==> src/rtl/keypad_scanner.sv <==
// keypad_scanner
// Scanned 4x4 matrix keypad reader. Drives one column low at a time, samples
// the active-low rows through a two-flop synchronizer, assembles a 16-bit
// frame per full scan, debounces over whole frames and reports each distinct
// press once.
//
// Parameters:
//   SCAN_DIV       clock cycles each column is driven (>= 4)
//   DEBOUNCE_SCANS identical consecutive frames needed to accept press/release (1..15)
// Ports:
//   clk        system clock
//   rst        synchronous, active-high reset
//   row[3:0]   keypad rows, active-low, asynchronous to clk
//   col[3:0]   keypad columns, active-low, exactly one bit low
//   key[3:0]   last accepted key code {col_idx, row_idx}
//   key_valid  one-cycle pulse when a new press is accepted
//   key_held   high from acceptance until the release is accepted
module keypad_scanner #(
  parameter int SCAN_DIV       = 65536,
  parameter int DEBOUNCE_SCANS = 4
) (
  input  logic       clk,
  input  logic       rst,
  input  logic [3:0] row,
  output logic [3:0] col,
  output logic [3:0] key,
  output logic       key_valid,
  output logic       key_held
);

  localparam int            SW        = (SCAN_DIV > 1) ? $clog2(SCAN_DIV) : 1;
  localparam logic [SW-1:0] SLOT_LAST = SW'(SCAN_DIV - 1);
  localparam logic [3:0]    DB_MAX    = 4'(DEBOUNCE_SCANS);

  typedef enum logic [1:0] {CLS_NONE, CLS_SINGLE, CLS_MULTI} cls_t;
  typedef enum logic {IDLE, PRESSED} state_t;

  // Row synchronizer
  logic [3:0] row_meta_reg;
  logic [3:0] row_s_reg;

  always_ff @(posedge clk) begin
    if (rst) begin
      row_meta_reg <= 4'hF;
      row_s_reg    <= 4'hF;
    end else begin
      row_meta_reg <= row;
      row_s_reg    <= row_meta_reg;
    end
  end

  // Slot counter and column index
  logic [SW-1:0] slot_reg;
  logic [1:0]    ci_reg;
  logic          slot_last;
  logic          frame_end;

  assign slot_last = (slot_reg == SLOT_LAST);
  assign frame_end = slot_last && (ci_reg == 2'd3);
  assign col       = ~(4'b0001 << ci_reg);

  always_ff @(posedge clk) begin
    if (rst) begin
      slot_reg <= '0;
      ci_reg   <= 2'd0;
    end else if (slot_last) begin
      slot_reg <= '0;
      ci_reg   <= ci_reg + 2'd1;
    end else begin
      slot_reg <= slot_reg + SW'(1);
    end
  end

  // Frame assembly. frame_now already contains the slice being captured this
  // cycle, so at end of frame the classifier sees column 3's fresh sample.
  logic [15:0] frame_reg;
  logic [15:0] frame_now;

  genvar gi;
  generate
    for (gi = 0; gi < 4; gi++) begin : g_slice
      assign frame_now[4*gi+3:4*gi] = (slot_last && (ci_reg == 2'(gi)))
                                      ? ~row_s_reg : frame_reg[4*gi+3:4*gi];
    end
  endgenerate

  always_ff @(posedge clk) begin
    if (rst) frame_reg <= '0;
    else     frame_reg <= frame_now;
  end

  // Frame classification
  logic [4:0] bit_cnt;
  logic [3:0] bit_pos;
  cls_t       cls;
  logic [3:0] code;

  always_comb begin
    bit_cnt = '0;
    bit_pos = '0;
    for (int i = 0; i < 16; i++) begin
      if (frame_now[i]) begin
        bit_cnt = bit_cnt + 5'd1;
        bit_pos = 4'(i);
      end
    end
  end

  always_comb begin
    cls  = CLS_NONE;
    code = 4'd0;   // code is forced to 0 for NONE/MULTI so matching compares class only
    if (bit_cnt == 5'd1) begin
      cls  = CLS_SINGLE;
      code = bit_pos;
    end else if (bit_cnt != 5'd0) begin
      cls = CLS_MULTI;
    end
  end

  // Debounce and press/release FSM
  state_t     state_reg, state_next;
  cls_t       prev_cls_reg, prev_cls_next;
  logic [3:0] prev_code_reg, prev_code_next;
  logic [3:0] stable_reg, stable_next;
  logic [3:0] key_reg, key_next;
  logic       key_valid_reg, key_valid_next;
  logic       key_held_reg, key_held_next;

  always_ff @(posedge clk) begin
    if (rst) begin
      state_reg     <= IDLE;
      prev_cls_reg  <= CLS_NONE;
      prev_code_reg <= 4'd0;
      stable_reg    <= 4'd0;
      key_reg       <= 4'd0;
      key_valid_reg <= 1'b0;
      key_held_reg  <= 1'b0;
    end else begin
      state_reg     <= state_next;
      prev_cls_reg  <= prev_cls_next;
      prev_code_reg <= prev_code_next;
      stable_reg    <= stable_next;
      key_reg       <= key_next;
      key_valid_reg <= key_valid_next;
      key_held_reg  <= key_held_next;
    end
  end

  always_comb begin
    state_next     = state_reg;
    prev_cls_next  = prev_cls_reg;
    prev_code_next = prev_code_reg;
    stable_next    = stable_reg;
    key_next       = key_reg;
    key_valid_next = 1'b0;
    key_held_next  = key_held_reg;
    if (frame_end) begin
      prev_cls_next  = cls;
      prev_code_next = code;
      if ((cls == prev_cls_reg) && (code == prev_code_reg))
        stable_next = (stable_reg >= DB_MAX) ? DB_MAX : stable_reg + 4'd1;
      else
        stable_next = 4'd1;
      // Transitions use the updated count; MULTI never moves the FSM, and a
      // different SINGLE key while PRESSED is not a release.
      if (state_reg == IDLE) begin
        if ((cls == CLS_SINGLE) && (stable_next == DB_MAX)) begin
          state_next     = PRESSED;
          key_next       = code;
          key_valid_next = 1'b1;
          key_held_next  = 1'b1;
        end
      end else begin
        if ((cls == CLS_NONE) && (stable_next == DB_MAX)) begin
          state_next    = IDLE;
          key_held_next = 1'b0;
        end
      end
    end
  end

  assign key       = key_reg;
  assign key_valid = key_valid_reg;
  assign key_held  = key_held_reg;

endmodule

==> config.mk <==
export PLATFORM = sky130hd
export DESIGN_NAME = keypad_scanner
export DESIGN_NICKNAME = d
export VERILOG_FILES = /design/src/rtl/keypad_scanner.sv
export SDC_FILE = /design/constraint.sdc
export NUM_CORES = 1
export LEC_CHECK = 0
export CAP_MARGIN = 25
export CORE_MARGIN = 5
export CORE_UTILIZATION = 35
export CTS_CLUSTER_DIAMETER = 40
export DETAILED_ROUTE_END_ITERATION = 10
export DONT_BUFFER_PORTS = 1
export HOLD_SLACK_MARGIN = 0.02
export PLACE_DENSITY = 0.55
export SLEW_MARGIN = 20
export SYNTH_ARGS = -nofsm -noshare
export SYNTH_HDL_FRONTEND = slang
export SYNTH_SLANG_ARGS = --single-unit
==> constraint.sdc <==
create_clock -name clk -period 21.3 [get_ports clk]
set_clock_uncertainty 0.1 [all_clocks]
set_input_delay 2.13 -clock clk [delete_from_list [all_inputs] [get_ports clk]]
set_output_delay 2.13 -clock clk [all_outputs]
set_load 0.005 [all_outputs]
==> metrics.csv, run 1 <==
metric,value,unit
status,"complete, no violations",
areaGrowthSynthToFinish,9.448,%
die_h,127.7,um
layout_commonest_cell,nand2_1,
grt_setup_unrepaired,no,
hp-start,row_meta_reg[0],
holdWs,0.3048,ns
r2r-start,slot_reg[5],
setup_violations,0,
grt_pass1_wl,19.92,mm
min_period_over_period,61.75,%
syn_inst,619,
synth_enable_flop_cells,0,
antenna_cells,0,
place.gp.congestion,0.8639,
cpPeakStageDelay,0.83,ns
synthFlopType,dfxtp_1,
rows,43,
peakVddDrop,0.05603,mV
vias,4316,
drive_above_1_share,9.919,%
instances_no_fill,795,
cts_buffers,9,
cts_sinks,59,
seq_area_frac_synth,24.37,%
cts_root_buf,clkbuf_16,
nets,637,
dr.pass1.iters,5,
dp_hpwl,9.036,mm
synth_cell_type_count,80,
busiest_layer,met2,
met1_usage,20.08,%
cp_max_fo,12,
p_per_area,49.94,mW/mm^2
min_to,row_s_reg[0],
cts_setup_buffers,0,
end_kind,flip-flop,
ys_ff_latch,59,
reg2reg_depth,60,
portBuffers,0,
place_ws,8.247,ns
grt_usage,14.87,%
drc,0,
grt_pass1_vias,4078,
cts_tree,yes,
cp.arrival,13.26,ns
routed_wl,11.91,mm
grt_max_degree,54,
hold_class,flip-flop to flip-flop,
r2r_end,key[0],
dp.cells,779,
startpoint_type,flip-flop,
path_clk_slew,0.05,ns
core_area,0.01372,mm^2
gr-total-overflow,0,
synth_warnings,0,
regToRegSetupSlack,8.15,ns
use_met2,23.78,%
htreeDepth,3,
hold_violations,0,
worstPathRequired,21.41,ns
fin_tns_setup,0,ns
p_leak,2.154,nW
synth_async_sr_flop_share,0,%
syn_nets,646,
clock_latency,0.33,ns
cts_resized,0,
drv_cap,0,
die_x,127.7,um
antenna_left,0,
final_cell_mix,"nand2_1 (79), nor2_1 (76), dfxtp_1 (59), a21oi_1 (34), xnor2_1 (34)",
initial_core_util,35.33,%
drt_iter0_markers,284,
n_fill_cell,1432,
maxSlewViolCount,0,
avgSynthCellArea,7.831,um^2
slew_headroom,41.92,%
antenna_found_initial,0,
die_area,0.01630,mm^2
avgRoutedWirePerCell,14.97,um
viasPerCell,5.429,
min_path_cells,1,
crit_slowest_cell,or4_1,
grt_use_met3,3.042,%
cts_hold_buf,0,
netlist_area,0.004847,mm^2
worstMarginPinSlew,0.8470,ns
max_freq,76.03,MHz
fin_ws,8.146,ns
ios,16,
fin_crit,13.15,ns
cts_buffer_depth,2,
critPathKind,flip-flop to flip-flop,
path_common_cell,ha_1,
==> critical path, delay by kind of cell, from the launching register on <==
kind                       cells  cell delay [ns]
adders and majority gates     13             3.81
DFF                            1             0.38
xor gates and xnor gates       1             0.42
and+or+nand+nor               17             2.92
AOI/OAI and AO/OA             18             3.93
buffers and inverters          6             0.46
muxes                          5             0.99
==> worst max path at each step <==
stage          cells past startpoint  slack, ns        start      to
2_1_floorplan                     62       9.57  slot_reg[0]  key[0]
5_1_grt                           62       7.16  slot_reg[5]  key[0]
6_report                          60       8.15  slot_reg[5]  key[0]
3_3_place_gp                      61       8.71  slot_reg[5]  key[2]
3_5_place_dp                      60       8.25  slot_reg[5]  key[0]
4_1_cts                           60       8.19  slot_reg[5]  key[0]
==> synthesized netlist by cell type (all sizes together) (7+ instances only) <==
cell type / number / area [um^2]
nand2: 79 / 296.5
nor2: 78 / 297.8
dfxtp: 59 / 1181
xnor2: 38 / 362.9
a21oi: 34 / 170.2
inv: 29 / 108.9
o21ai: 25 / 125.1
mux2i: 24 / 252.7
ha: 21 / 262.8
nand3: 20 / 100.1
clkbuf: 18 / 67.56
xor2: 18 / 172.7
nand4: 13 / 117.6
mux2: 12 / 157.7
or2: 12 / 75.07
nor3: 10 / 50.05
nor4: 10 / 83.83
a21boi: 8 / 63.81
a31oi: 7 / 58.81
and2: 7 / 43.80
nor2b: 7 / 43.79
==> power breakdown <==
part	leakage (nW)	total [mW]	switching, mW	internal, mW
registers	0.478	0.113	0.00156	0.112
logic	1.53	0.00371	0.00211	0.00159
clock network	0.150	0.148	0.0478	0.100
total	2.15	0.265	0.0515	0.213
==> final cells by class <==
cell class	count	area, um^2	area share, %
Inverter	30	112.6	2.123
Tap cell	180	225.2	4.245
Timing Repair Buffer	3	22.52	0.4245
Sequential cell	59	1181	22.26
Clock inverter	1	30.03	0.5660
Clock buffer	15	277.8	5.236
Multi-Input combinational cell	507	3456	65.14
==> through the flow <==
stage / instance area, um^2 / power (mW) / utilization (%)
floorplan: 4847 / 0.1191 / -
global placement: 4997 / 0.1192 / 36.43
detailed placement: 4997 / 0.1193 / 36.43
CTS: 5305 / 0.2686 / 38.67
global route: 5305 / 0.2762 / 38.67
finish: 5305 / 0.2649 / 38.67
==> metal layers <==
metal  part of all wire [%]  vias to the layer above
met3                    3.9                       16
li1                       -                     2173
met4                    1.9                        0
met2                     45                       88
met1                     49                     2039
met5                      0                        -
==> kinds of logic (layout without fill, tap and decap cells) <==
kind of cell    after synthesis  count (layout)  synth area share [%]
compound gates              123             123                 17.27
xor+xnor                     59              59                 12.49
fa+ha+maj                    21              21                 5.421
buf+inv                      53              49                 4.336
flops                        59              59                 24.37
mux                          36              36                 8.467
simple gates                268             268                 27.65
No activity file was read; power rests on OpenSTA's default activity.
==> run 2, diff against run 1 <==
--- a/config.mk
+++ b/config.mk
@@ -5,6 +5,7 @@
 export SDC_FILE = /design/constraint.sdc
 export NUM_CORES = 1
 export LEC_CHECK = 0
+export ABC_AREA = 1
 export CAP_MARGIN = 25
 export CORE_MARGIN = 5
 export CORE_UTILIZATION = 35
==> constraint.sdc (replaced) <==
create_clock -name clk -period 12.66 [get_ports clk]
set_clock_uncertainty 0.1 [all_clocks]
set_input_delay 1.266 -clock clk [delete_from_list [all_inputs] [get_ports clk]]
set_output_delay 1.266 -clock clk [all_outputs]
set_load 0.005 [all_outputs]
==> metrics.csv, run 2 <==
metric,value,unit,change
ios,16,,unchanged
synth_area_leaders,"dfxtp_1 (26%), nand2_1 (16%), inv_1 (11%)",,
antenna_left,0,,unchanged
crit_buf_inv,6,,unchanged
status,"complete, no violations",,
end_kind,flip-flop,,
setup_violations,0,,unchanged
ys_ff_latch,59,,unchanged
grt_pass1_vias,3953,,-3.1%
slew_headroom,56.26,%,+14 points
max_freq,100.9,MHz,+33%
drc,0,,unchanged
cpPeakStageDelay,0.35,ns,-0.48 ns
seq_area_frac_synth,26.15,%,+1.8 points
yosysTopAreaCell,dfxtp_1,,
dr.pass1.iters,4,,-1
synthFlopType,dfxtp_1,,
cts_buffer_depth,2,,unchanged
avgSynthCellArea,6.112,um^2,-22%
synth_cell_type_count,42,,-48%
synth_top_cells_by_count,"nand2_1 (195), inv_1 (131), nor2_1 (89), nand3_1 (70), dfxtp_1 (59)",,
areaGrowthSynthToFinish,10.08,%,
synth_async_sr_flop_share,0,%,unchanged
cts_hold_buf,0,,unchanged
layout_commonest_cell,nand2_1,,
avgRoutedWirePerCell,10.14,um,-32%
crit_slowest_cell,dfxtp_1,,
nets,770,,+21%
hold_class,flip-flop to flip-flop,,
viasPerCell,4.504,,-17%
cts_root_buf,clkbuf_16,,
n_fill_cell,1404,,-2.0%
cts_sinks,59,,unchanged
grt_setup_unrepaired,no,,
die_area,0.01528,mm^2,-6.3%
initial_core_util,35.79,%,+0.46 points
power,0.4114,mW,+55%
startpoint_type,flip-flop,,
cts_resized,0,,unchanged
die_h,123.6,um,-3.2%
synth_enable_flop_cells,0,,unchanged
grt_pass1_wl,17.02,mm,-15%
p_per_area,82.73,mW/mm^2,+66%
antenna_cells,0,,unchanged
cts_tree,yes,,
worstMarginPinSlew,0.6553,ns,-0.1916 ns
portBuffers,0,,unchanged
routed_wl,9.305,mm,-22%
critPathKind,flip-flop to flip-flop,,
clock_latency,0.32,ns,about the same
worstPathRequired,12.82,ns,-8.59 ns
syn_nets,766,,+19%
fin_crit,9.910,ns,-3.244 ns
core_area,0.01262,mm^2,-8.0%
cp.arrival,10.07,ns,-3.19 ns
place.gp.congestion,0.7811,,-9.6%
peakVddDrop,0.09497,mV,+70%
vias,4135,,-4.2%
synth_top_area_share,26.15,%,+1.8 points
dp_hpwl,7.416,mm,-18%
path_clk_slew,0.05,ns,about the same
htreeDepth,3,,unchanged
drv_cap,0,,unchanged
die_x,123.6,um,-3.2%
drt_iter0_markers,205,,-28%
antenna_found_initial,0,,unchanged
dp.cells,904,,+16%
synth_warnings,0,,unchanged
critPathTopFamily,simple AND/OR/NAND/NOR gates,,
gr-total-overflow,0,,unchanged
hold_violations,0,,unchanged
rows,41,,-4.7%
syn_inst,739,,+19%
cts_setup_buffers,0,,unchanged
grt_max_degree,31,,-43%
synth_most_common_cell,nand2_1,,
cp_max_fo,12,,unchanged
min_period_over_period,78.27,%,+17 points
p_leak,2.880,nW,+34%
fin_tns_setup,0,ns,unchanged
maxSlewViolCount,0,,unchanged
cts_buffers,9,,unchanged
netlist_area,0.004517,mm^2,-6.8%
drive_above_1_share,12.47,%,+2.5 points
grt_usage,13.45,%,-1.4 points
path_common_cell,nand2_1,,
final_cell_mix,"nand2_1 (195), inv_1 (131), nor2_1 (88), nand3_1 (70), dfxtp_1 (59)",,
instances_no_fill,918,,+15%
run 2: changes by cell type after synthesis, moves of 13 or more:
cell / delta
nand2_1: +116
nand3_1: +50
a21oi_1: -16
xnor2_1: -31
mux2i_1: -23
nand2_2: +29
inv_1: +102
nor2_1: +13
run 2: layout make-up:
cell class | count | area [um^2] | area share, %
clock buffers | 12 | 256.5 | 5.159
clock inverters | 2 | 12.51 | 0.2516
inverters | 137 | 514.2 | 10.34
multi-input cells | 535 | 2785 | 56.01
flip-flops and latches | 59 | 1181 | 23.75
well taps | 172 | 215.2 | 4.328
repair buffers | 1 | 7.507 | 0.1510
run 2: stage by stage:
step           cell area [um^2]  setup WS [ns]  util [%]  hold WS [ns]
4_1_cts                    4970          2.735     39.38        0.3045
6_report                   4972          2.750     39.40        0.3044
3_3_place_gp               4701          3.099     37.25        0.2943
2_1_floorplan              4517          3.691         -        0.2895
3_5_place_dp               4701          2.773     37.25        0.2929
5_1_grt                    4972          1.824     39.40        0.3173
run 2: layer usage:
metal | wire length, um | up-vias | GRT usage [%]
li1 | - | 2296 | -
met1 | 4650 | 1789 | 16.80
met2 | 4274 | 37 | 23.08
met3 | 229 | 13 | 2.225
met4 | 150 | 0 | 5.260
met5 | 0 | - | 0
run 2: cell families (layout without fill, tap and decap cells):
group | Yosys count | after routing | synth area share (%)
flops | 59 | 59 | 26.15
xor+xnor | 7 | 7 | 1.357
fa+ha+maj | 21 | 21 | 5.817
compound gates | 64 | 64 | 8.449
buf+inv | 145 | 152 | 12.24
simple gates | 443 | 443 | 45.98
run 2: final timing paths:
| path | startpoint | to | slack [ns] | cells past startpoint |
|---|---|---|---|---|
| worst min register to register | row_meta_reg[3] | row_s_reg[3] | 0.30 | 1 |
| worst min-delay path | row_meta_reg[3] | row_s_reg[3] | 0.30 | 1 |
| worst max register to register | slot_reg[0] | key[2] | 2.75 | 68 |
| worst max-delay path | slot_reg[0] | key[2] | 2.75 | 68 |
run 2: power by group:
part	total (mW)	internal, mW	switching (mW)	leakage, nW
Clock	0.217	0.140	0.0768	0.131
Combinational	0.00528	0.00189	0.00339	2.27
Sequential	0.189	0.188	0.00116	0.478
